**src/rtl/rgb_pwm_fader.sv**
```systemverilog
// Three-channel brightness fader with glitch-free PWM output for the RGB blinker LEDs.
// Define RGB_PWM_FADER_GAMMA_EN to apply a square-law perceptual curve at the compare latch.
module rgb_pwm_fader #(
    parameter int PWM_BITS  = 8,
    parameter int FADE_STEP = 16,
    parameter int MAX_LEVEL = 255
) (
    input  logic                clk,
    input  logic                rst,
    input  logic                fade_tick,
    input  logic                r_in,
    input  logic                g_in,
    input  logic                b_in,
    output logic                led_r,
    output logic                led_g,
    output logic                led_b,
    output logic [PWM_BITS-1:0] level_r,
    output logic [PWM_BITS-1:0] level_g,
    output logic [PWM_BITS-1:0] level_b,
    output logic                busy
);

    localparam logic [PWM_BITS-1:0] MAX_LVL  = MAX_LEVEL[PWM_BITS-1:0];
    localparam logic [PWM_BITS-1:0] STEP     = FADE_STEP[PWM_BITS-1:0];
    localparam logic [PWM_BITS-1:0] CNT_ONE  = 1;
    localparam logic [PWM_BITS-1:0] CNT_LAST = '1;

    logic [PWM_BITS-1:0] pwm_cnt;
    logic [PWM_BITS-1:0] level      [3];
    logic [PWM_BITS-1:0] next_level [3];
    logic [PWM_BITS-1:0] cmp        [3];
    logic [PWM_BITS-1:0] cmp_next   [3];
    logic [PWM_BITS:0]   sum        [3];
    logic [2:0]          target;
    logic [2:0]          fading;
    logic [2:0]          led;

    assign target = {b_in, g_in, r_in};

    // NOTE: every combinational output gets a default before the branches so no latch is inferred.
    always_comb begin
        for (int i = 0; i < 3; i++) begin
            // Sum is one bit wider than the level so the clamp sees overflow instead of a wrapped value.
            sum[i]        = {1'b0, level[i]} + {1'b0, STEP};
            next_level[i] = level[i];
            if (fade_tick) begin
                if (target[i] && (level[i] < MAX_LVL)) begin
                    next_level[i] = (sum[i] > {1'b0, MAX_LVL}) ? MAX_LVL : sum[i][PWM_BITS-1:0];
                end else if (!target[i] && (level[i] != '0)) begin
                    next_level[i] = (level[i] > STEP) ? (level[i] - STEP) : '0;
                end
            end
            fading[i] = target[i] ? (level[i] < MAX_LVL) : (level[i] != '0);
        end
    end

`ifdef RGB_PWM_FADER_GAMMA_EN
    logic [2*PWM_BITS-1:0] prod [3];

    always_comb begin
        for (int i = 0; i < 3; i++) begin
            prod[i]     = {{PWM_BITS{1'b0}}, level[i]} * {{PWM_BITS{1'b0}}, level[i]};
            cmp_next[i] = prod[i][2*PWM_BITS-1:PWM_BITS];
        end
    end
`else
    always_comb begin
        for (int i = 0; i < 3; i++) begin
            cmp_next[i] = level[i];
        end
    end
`endif

    // NOTE: sequential state uses non-blocking assignments so every register samples pre-edge values.
    always_ff @(posedge clk) begin
        if (rst) begin
            pwm_cnt <= '0;
            led     <= '0;
            busy    <= 1'b0;
            for (int i = 0; i < 3; i++) begin
                level[i] <= '0;
                cmp[i]   <= '0;
            end
        end else begin
            pwm_cnt <= pwm_cnt + CNT_ONE;
            busy    <= |fading;
            for (int i = 0; i < 3; i++) begin
                level[i] <= next_level[i];
                // Duty only reloads at the wrap, so a period is never cut short or stretched.
                if (pwm_cnt == CNT_LAST) begin
                    cmp[i] <= cmp_next[i];
                end
                led[i] <= (pwm_cnt < cmp[i]);
            end
        end
    end

    assign level_r = level[0];
    assign level_g = level[1];
    assign level_b = level[2];
    assign led_r   = led[0];
    assign led_g   = led[1];
    assign led_b   = led[2];

endmodule
```
**config.mk**
```make
export PLATFORM = sky130hd
export DESIGN_NAME = rgb_pwm_fader
export DESIGN_NICKNAME = d
export VERILOG_FILES = /design/src/rtl/rgb_pwm_fader.sv
export SDC_FILE = /design/constraint.sdc
export NUM_CORES = 1
export LEC_CHECK = 0
export ABC_CLOCK_PERIOD_IN_PS = 3200
export CORE_MARGIN = 2
export CORE_UTILIZATION = 61
export DETAILED_ROUTE_END_ITERATION = 16
export GPL_ROUTABILITY_DRIVEN = 0
export PLACE_DENSITY = 0.85
export SYNTH_ARGS = -nofsm -noshare
export SYNTH_HDL_FRONTEND = slang
export SYNTH_SLANG_ARGS = --single-unit
export TNS_END_PERCENT = 100
```
**constraint.sdc**
```tcl
create_clock -name clk -period 3.2 [get_ports clk]
set_clock_uncertainty 0.15 [all_clocks]
set_input_delay 0.32 -clock clk [delete_from_list [all_inputs] [get_ports clk]]
set_output_delay 0.32 -clock clk [all_outputs]
set_load 0.05 [all_outputs]
```
==> results.sh <==
export IMPL_yosys_mux_area_fraction_pct=0.350
export IMPL_postCtsHoldBufs=0
export IMPL_fp_dieArea_um2=5260
export IMPL_ir_drop_mv=0.319
export IMPL_fin_util_pct=72.2
export IMPL_ant_nets=0
export IMPL_cts_made_buffers=5
export IMPL_synth_xor_area_share_pct=1.84
export IMPL_cts_max_path_buffers=2
export IMPL_synth_top_family_by_area="simple AND/OR/NAND/NOR gates"
export IMPL_die_y_um=72.5
export IMPL_start_util_pct=64.4
export IMPL_drv_slew=0
export IMPL_syn_avg_cell_area_um2=8.89
export IMPL_path_class="reg2reg"
export IMPL_portBuffers=33
export IMPL_hold_class="reg2reg"
export IMPL_grt_max_degree=37
export IMPL_grt_overflow=0
export IMPL_fmax_mhz=439
export IMPL_cp_max_fo=9
export IMPL_ys_seq_area_share_pct=34.6
export IMPL_final_common_cell="ha_1"
export IMPL_rows=24
export IMPL_grtUsageTotal_pct=24.2
export IMPL_synth_compound_area_share_pct=18.8
export IMPL_yosysTopAreaCell="dfxtp_1"
export IMPL_ys_warn_count=0
export IMPL_yosys_top_cells_area="dfxtp_1, edfxtp_1, ha_1"
export IMPL_vias=2379
export IMPL_status="complete, no violations"
export IMPL_cts_resized=0
export IMPL_crit_chain="inv_1 > ha_1 > nor3b_1 > a32oi_1 > and2_1 > nor2_1 > a2111oi_2"
export IMPL_cts_num_sinks=42
export IMPL_area_delta_synth_final_pct=12.1
export IMPL_cp_required_ps=3250
export IMPL_async_reset_ff_share_pct=0
export IMPL_grt_pass1_wl_um=10200
export IMPL_layout_common_cells="ha_1, clkdlybuf4s50_1, dfxtp_1, inv_1, nor2_1"
export IMPL_ys_flop_type="dfxtp_1"
export IMPL_diodes=0
export IMPL_finalSetupViolCount=0
export IMPL_crit_path_max_incr_delay_ps=500
export IMPL_drc=0
export IMPL_finalNetCount=379
export IMPL_cts_tree="yes"
export IMPL_root_buffer="clkbuf_8"
export IMPL_rsz0062_at_grt="false"
export IMPL_cts_setup_buffers=0
export IMPL_vias_per_cell=6.07
export IMPL_synth_nets=362
export IMPL_dp_hpwl_um=4350
export IMPL_synth_fa_ha_area_share_pct=14.9
export IMPL_die_x_um=72.5
export IMPL_ys_types=58
export IMPL_clkTransAtPathRegs_ps=90
export IMPL_crit_family="compound AO/OA/AOI/OAI gates"
export IMPL_tns_ps=0
export IMPL_drtIter0Drc=87
export IMPL_cp_arrival_ps=2330
export IMPL_worstSetupEndpointType="flip-flop"
export IMPL_coreArea_um2=4440
export IMPL_synth_enable_flop_cells=15
export IMPL_antenna_found_initial=0
export IMPL_tightestPinTransition_ps=792
export IMPL_clk_latency_ps=300
export IMPL_ctsHtreeMaxLevel=2
export IMPL_yosys_register_bits=42
export IMPL_slew_headroom_pct=45.8
export IMPL_firstDrtPassIters=4
export IMPL_cp_start_kind="flip-flop"
export IMPL_synth_area_um2=2860
export IMPL_wl_per_cell_um=15.2
export IMPL_cellPowerDensity_nw_per_um2=416
export IMPL_min_period_ps=2280
export IMPL_crit_buf_inv=1
export IMPL_slowest_stage="dfxtp_1"
export IMPL_finalCritPeriodShare_pct=71.2
export IMPL_static_leakage_power_nw=1.28
export IMPL_first_global_vias=2236
export IMPL_syn_inst=322
export IMPL_drive_gt1_share_pct=6.18
export IMPL_drt_wl_total_um=5980
export IMPL_cap_violations=0
export IMPL_synth_top_area_share_pct=18.9
export IMPL_yosys_area_share_simple_pct=20.7
export IMPL_hold_violations=0
export IMPL_pin_count=34
-- synth_stat cells, types with 5 or more instances --
master and number:
ha_1 34, dfxtp_1 27, inv_1 25, nor2_1 25, nand2_1 20, a21oi_1 18
o21ai_0 16, edfxtp_1 15, and2_1 11, buf_4 11, nand3_1 11, nor3_1 10
nor4_1 9, clkbuf_1 6, a22oi_1 5, xor2_1 5
-- power by group --
group          leakage, nW  internal (W)  switching [W]
sequential           0.376      0.000580      0.0000436
combinational        0.860      0.000135       0.000213
clock               0.0447      0.000158       0.000205
-- final cells by class --
class / instances / area, um2
multi-input cells: 230 / 1620
fillers: 347 / 1240
flip-flops and latches: 42 / 991
repair buffers: 35 / 345
inverters: 25 / 93.8
clock buffers: 5 / 68.8
well taps: 52 / 65.1
clock inverters: 3 / 25.0
-- path summary, 6_finish.rpt --
path,start,to,slack (ps),cells past startpoint
worst min-delay path,pwm_cnt[0],pwm_cnt[0],360,1
worst max-delay path,level[0][20],level[0][23],920,7
worst min register to register,pwm_cnt[0],pwm_cnt[0],360,1
worst max register to register,level[0][20],level[0][23],920,7
-- state kept, by name (all words and copies together), names as in the netlist --
register and flops:
busy 1, cmp 15, level 15, led 3, pwm_cnt 8
-- cell families after synthesis --
family	Yosys count
adders and majority gates	34
xor gates and xnor gates	6
and+or+nand+nor	113
DFF	42
AOI/OAI and AO/OA	76
muxes	1
buffers and inverters	50
-- per-layer routing --
metal / share of wire, % / up-vias / global-route usage [%] / wire length [um]
met5: 0 / - / 0 / 0
met4: 0.67 / 0 / 4.53 / 40
met3: 3.9 / 4 / 4.44 / 233
met2: 50 / 46 / 44.0 / 3020
met1: 45 / 1134 / 30.2 / 2680
li1: - / 1195 / - / -
-- stage by stage --
step / worst slack [ps] / total power [W] / instances / hold slack, ps / cell area [um2]
floorplan: 780 / 0.000889 / 322 / 294 / 2860
finish: 922 / 0.00133 / 392 / 358 / 3210
detailed placement: 865 / 0.000979 / 384 / 345 / 3110
CTS: 917 / 0.00134 / 392 / 367 / 3210
global placement: 924 / 0.000970 / 384 / 328 / 3110
global route: 703 / 0.00140 / 392 / 404 / 3210
Power figures use the tool's default switching activity.
==> RTL edit 1: new RTL, same settings <==
The option `RGB_PWM_FADER_GAMMA_EN` is turned on by a define.
--- a/src/rtl/rgb_pwm_fader.sv
+++ b/src/rtl/rgb_pwm_fader.sv
@@ -2,2 +2,4 @@
 // Define RGB_PWM_FADER_GAMMA_EN to apply a square-law perceptual curve at the compare latch.
+`define RGB_PWM_FADER_GAMMA_EN
+
 module rgb_pwm_fader #(
Function: same outputs for any inputs over 10 cycles, from zero or initial values and one cycle with rst high; that may be too few to reach the edited logic, so the function may still have changed.
==> RTL edit 1 against the unedited design <==
  * The flow now finishes with violations (negative setup slack)
  * Routed wire length grew to 4.6 times the old value
  * Final area grew to 3.0 times the old value
  * Via count grew to 3.2 times the old value
  * Setup slack lost 2.2 ns
  * Fmax shrank 49%
  * Sequential power grew 23%
  * Count of clock-buffer cells in the layout is the same
  * Synthesized area grew 130%
  * Final cell count grew to 2.8 times the old value
  * Power grew 72%
  * Sequential cell count grew 9
  * Combinational power grew to 3.1 times the old value
  * Highest routed layer unchanged
==> RTL edit 1: results (changes against the unedited design) <==
| Metric | Value |
|---|---|
| Status | `finished with violations` |
| Failing checks | `negative setup slack` |
| Relative slew slack | `0.2046 (-0.2538)` |
| Multiplexer share of the synthesized area | `0.006330 (+0.002834)` |
| Post-Place Setup Slack | `-1.145 ns (-2.010 ns)` |
| Worst Setup Slack, final | `-1.242 ns (-2.164 ns)` |
| Placed instance area | `8424 sq um (+170%)` |
| Count of distinct cell types in the synthesized netlist | `74 (+28%)` |
| Largest registers | `cmp: 24 flops, level: 15 flops, pwm_cnt: 8 flops` |
| Vias | `7614 (+220%)` |
| Number of global-route vias before repair | `7412 (+230%)` |
| Wire length of the first global-routing pass | `37480 um (+270%)` |
| Power, Total | `2.297 mW (+72%)` |
| Met3 routed wirelength | `3253 um (+1300%)` |
| Final Net Count | `1121 (+200%)` |
| Detailed Route Iter0 Violations | `1303 (+1400%)` |
| Met1 WL | `9296 um (+250%)` |
| Share of the core filled with cells in the final layout | `0.8793 (+0.1575)` |
| Met3 track utilization from global routing | `0.07233 (+0.02788)` |
| Share of the synthesized netlist area taken by xor and xnor gates | `0.04953 (+0.03117)` |
| Adder and majority gate portion of the synthesized area | `0.3202 (+0.1716)` |
| Setup violations, final | `24 (+24)` |
| Number of inserted filler cells in the final layout | `415 (+20%)` |
| First drt pass iteration count | `8 (+4)` |
| Number of nets in the synthesized netlist | `947 (+160%)` |
| Share of cells above drive strength 1 | `0.3653 (+0.3036)` |
| Switching fraction of total power | `0.4204 (+0.07483)` |
| Combinational gate power | `1.07 mW (+210%)` |
| Met1 Track Usage GR | `0.4775 (+0.1752)` |
| Routed wl met2 | `12380 um (+310%)` |
| Top cell types by occurrence after synthesis | `inv_1 (115), ha_1 (108), nor2_1 (60)` |
| Worst Path Max Fanout | `6 (-3)` |
| Setup TNS | `-25.22 ns (-25.22 ns)` |
| Critical Path AT | `4.36 ns (+2.03 ns)` |
| Slowest cell on the critical path | `fa_1` |
| Number of enable-type register cells in the synthesized netlist | `24 (+9)` |
| Detail Placement HPWL | `13510 um (+210%)` |
RTL edit 1: cell type report:
cell class | instances | area share
clock inverter | 3 | 0.003032
clock buffer | 5 | 0.007251
tap | 140 | 0.01846
timing repair buffer | 211 | 0.1879
sequential | 51 | 0.1388
inverter | 117 | 0.04944
multi-input combinational | 582 | 0.5951
RTL edit 1: path summary, 6_finish.rpt:
check | from | cells after the start | slack (ns) | end
setup reg to reg | level[0][22] | 16 | -1.24 | cmp[0][23]
hold reg to reg | pwm_cnt[0] | 1 | 0.44 | pwm_cnt[0]
setup / recovery | level[0][22] | 16 | -1.24 | cmp[0][23]
hold / removal | pwm_cnt[0] | 1 | 0.44 | pwm_cnt[0]
RTL edit 1: timing repair:
| action | in CTS | in global routing |
|---|---|---|
| pin swaps | 49 | 28 |
| gates resized for setup | 86 | 46 |
| endpoints found under the setup margin | 24 | 24 |
| setup buffers | 25 | 20 |
| hold buffers | 0 | 0 |
==> RTL edit 2: new RTL, config.mk and constraints unchanged <==
Without the edit above. Put a register stage on the outputs `led_r`, `led_g`, `led_b`, `level_r`, `level_g` and `level_b`, without a reset. The values now appear one clock later. The other outputs are not delayed to match.
--- a/src/rtl/rgb_pwm_fader.sv
+++ b/src/rtl/rgb_pwm_fader.sv
@@ -97,8 +97,10 @@
 
-    assign level_r = level[0];
-    assign level_g = level[1];
-    assign level_b = level[2];
-    assign led_r   = led[0];
-    assign led_g   = led[1];
-    assign led_b   = led[2];
+    always_ff @(posedge clk) begin
+        led_r   <= led[0];
+        led_g   <= led[1];
+        led_b   <= led[2];
+        level_r <= level[0];
+        level_g <= level[1];
+        level_b <= level[2];
+    end
 
Function: changed (a bounded check fails within 4 cycles, from zero or initial values and one cycle with rst high).
==> RTL edit 2 against the unedited design <==
  * Setup slack got worse by 0.071 ns
  * Final area increased by 14%
  * Synthesized area increased by 12%
  * Routed wire length increased by 16%
  * Synthesized cell count increased by 3.1%
  * Sequential cell count increased by 18
  * Die area increased by 11%
  * Power increased by 41%
==> RTL edit 2: results (changes against the unedited design) <==
| Metric | Value |
|---|---|
| Status | `complete, no violations` |
| Maximum number of pins on one net before global-route repair | `22 (-41%)` |
| Syn avg cell area | `9.621 sq um (+8.2%)` |
| CTS Buf Count | `9 (+4)` |
| Clock slew at reported path FFs | `0.07 ns (-0.02 ns)` |
| Placed instance area | `3481 sq um (+12%)` |
| Worst Path Max Fanout | `8 (-1)` |
| Detailed Route Iter0 Violations | `111 (+28%)` |
| Number of global-route vias before repair | `2453 (+9.7%)` |
| Total instance count after detailed placement | `411 (+7.0%)` |
| GRT Total Usage | `0.2464 (+0.003974)` |
| Number of inserted filler cells in the final layout | `380 (+9.5%)` |
| Detail Placement HPWL | `4682 um (+7.6%)` |
| CTS H-tree depth | `3 (+1)` |
| Sequential element share of the synthesized area | `0.4230 (+0.07688)` |
| Top cell types by occurrence after synthesis | `dfxtp_1 (45), ha_1 (33), inv_1 (29)` |
| Worst IR drop on VDD | `334.5 uV (+4.8%)` |
| Critical path's largest stage delay | `0.46 ns (-0.04 ns)` |
| Later-pin clock latency in the skew report | `0.33 ns (+0.03 ns)` |
| Wire length of the first global-routing pass | `11450 um (+13%)` |
| Cell family with most CP delay | `simple AND/OR/NAND/NOR gates` |
| Critical Path AT | `2.47 ns (+0.14 ns)` |
| Synth top area cells | `dfxtp_1 (28%), edfxtp_1 (14%), ha_1 (13%)` |
| Detail-routed via count per cell | `6.059 (-0.17%)` |
| Post-Place Setup Slack | `0.8665 ns (+0.001468 ns)` |
| Leakage power | `1.497 nW (+17%)` |
| Slowest cell on the critical path | `nor4bb_1` |
[RTL edit 2: power groups by stage]
stage                     logic [mW]  registers, mW  clock network [mW]
final                          0.338          0.872               0.667
after global routing           0.364          0.879               0.707
after CTS                      0.334          0.871               0.675
after detailed placement       0.329          0.887                   0
after global placement         0.318          0.886                   0
after floorplan                0.195          0.930                   0
[RTL edit 2: final cells by class]
| class | count | share of cell area |
|---|---|---|
| multi-input combinational | 216 | 0.4308 |
| sequential | 60 | 0.3684 |
| timing repair buffer | 36 | 0.09618 |
| clock buffer | 14 | 0.04161 |
| inverter | 29 | 0.02967 |
| tap | 70 | 0.02387 |
| clock inverter | 2 | 0.009550 |
[RTL edit 2: metal layers]
metal / track usage / part of all wire / up-vias
met3: 0.06872 / 0.048 / 16
met1: 0.3047 / 0.44 / 1248
met4: 0.1000 / 0.023 / 0
met2: 0.4071 / 0.49 / 85
li1: - / - / 1238
met5: 0 / 0 / -
[RTL edit 2: final timing paths]
check             cells past startpoint           end  slack (ns)         start
setup / recovery                      7  level[0][12]        0.85  level[0][12]
hold reg to reg                       0         led_r        0.18        led[0]
hold / removal                        0         led_r        0.18        led[0]
setup reg to reg                      7  level[0][12]        0.85  level[0][12]
[RTL edit 2: kinds of logic after synthesis]
| group | after synthesis | share of synthesized area |
|---|---|---|
| flops | 60 | 0.4230 |
| xor+xnor | 6 | 0.01645 |
| compound gates | 78 | 0.1755 |
| buf+inv | 56 | 0.08225 |
| simple gates | 98 | 0.1704 |
| fa+ha+maj | 34 | 0.1324 |
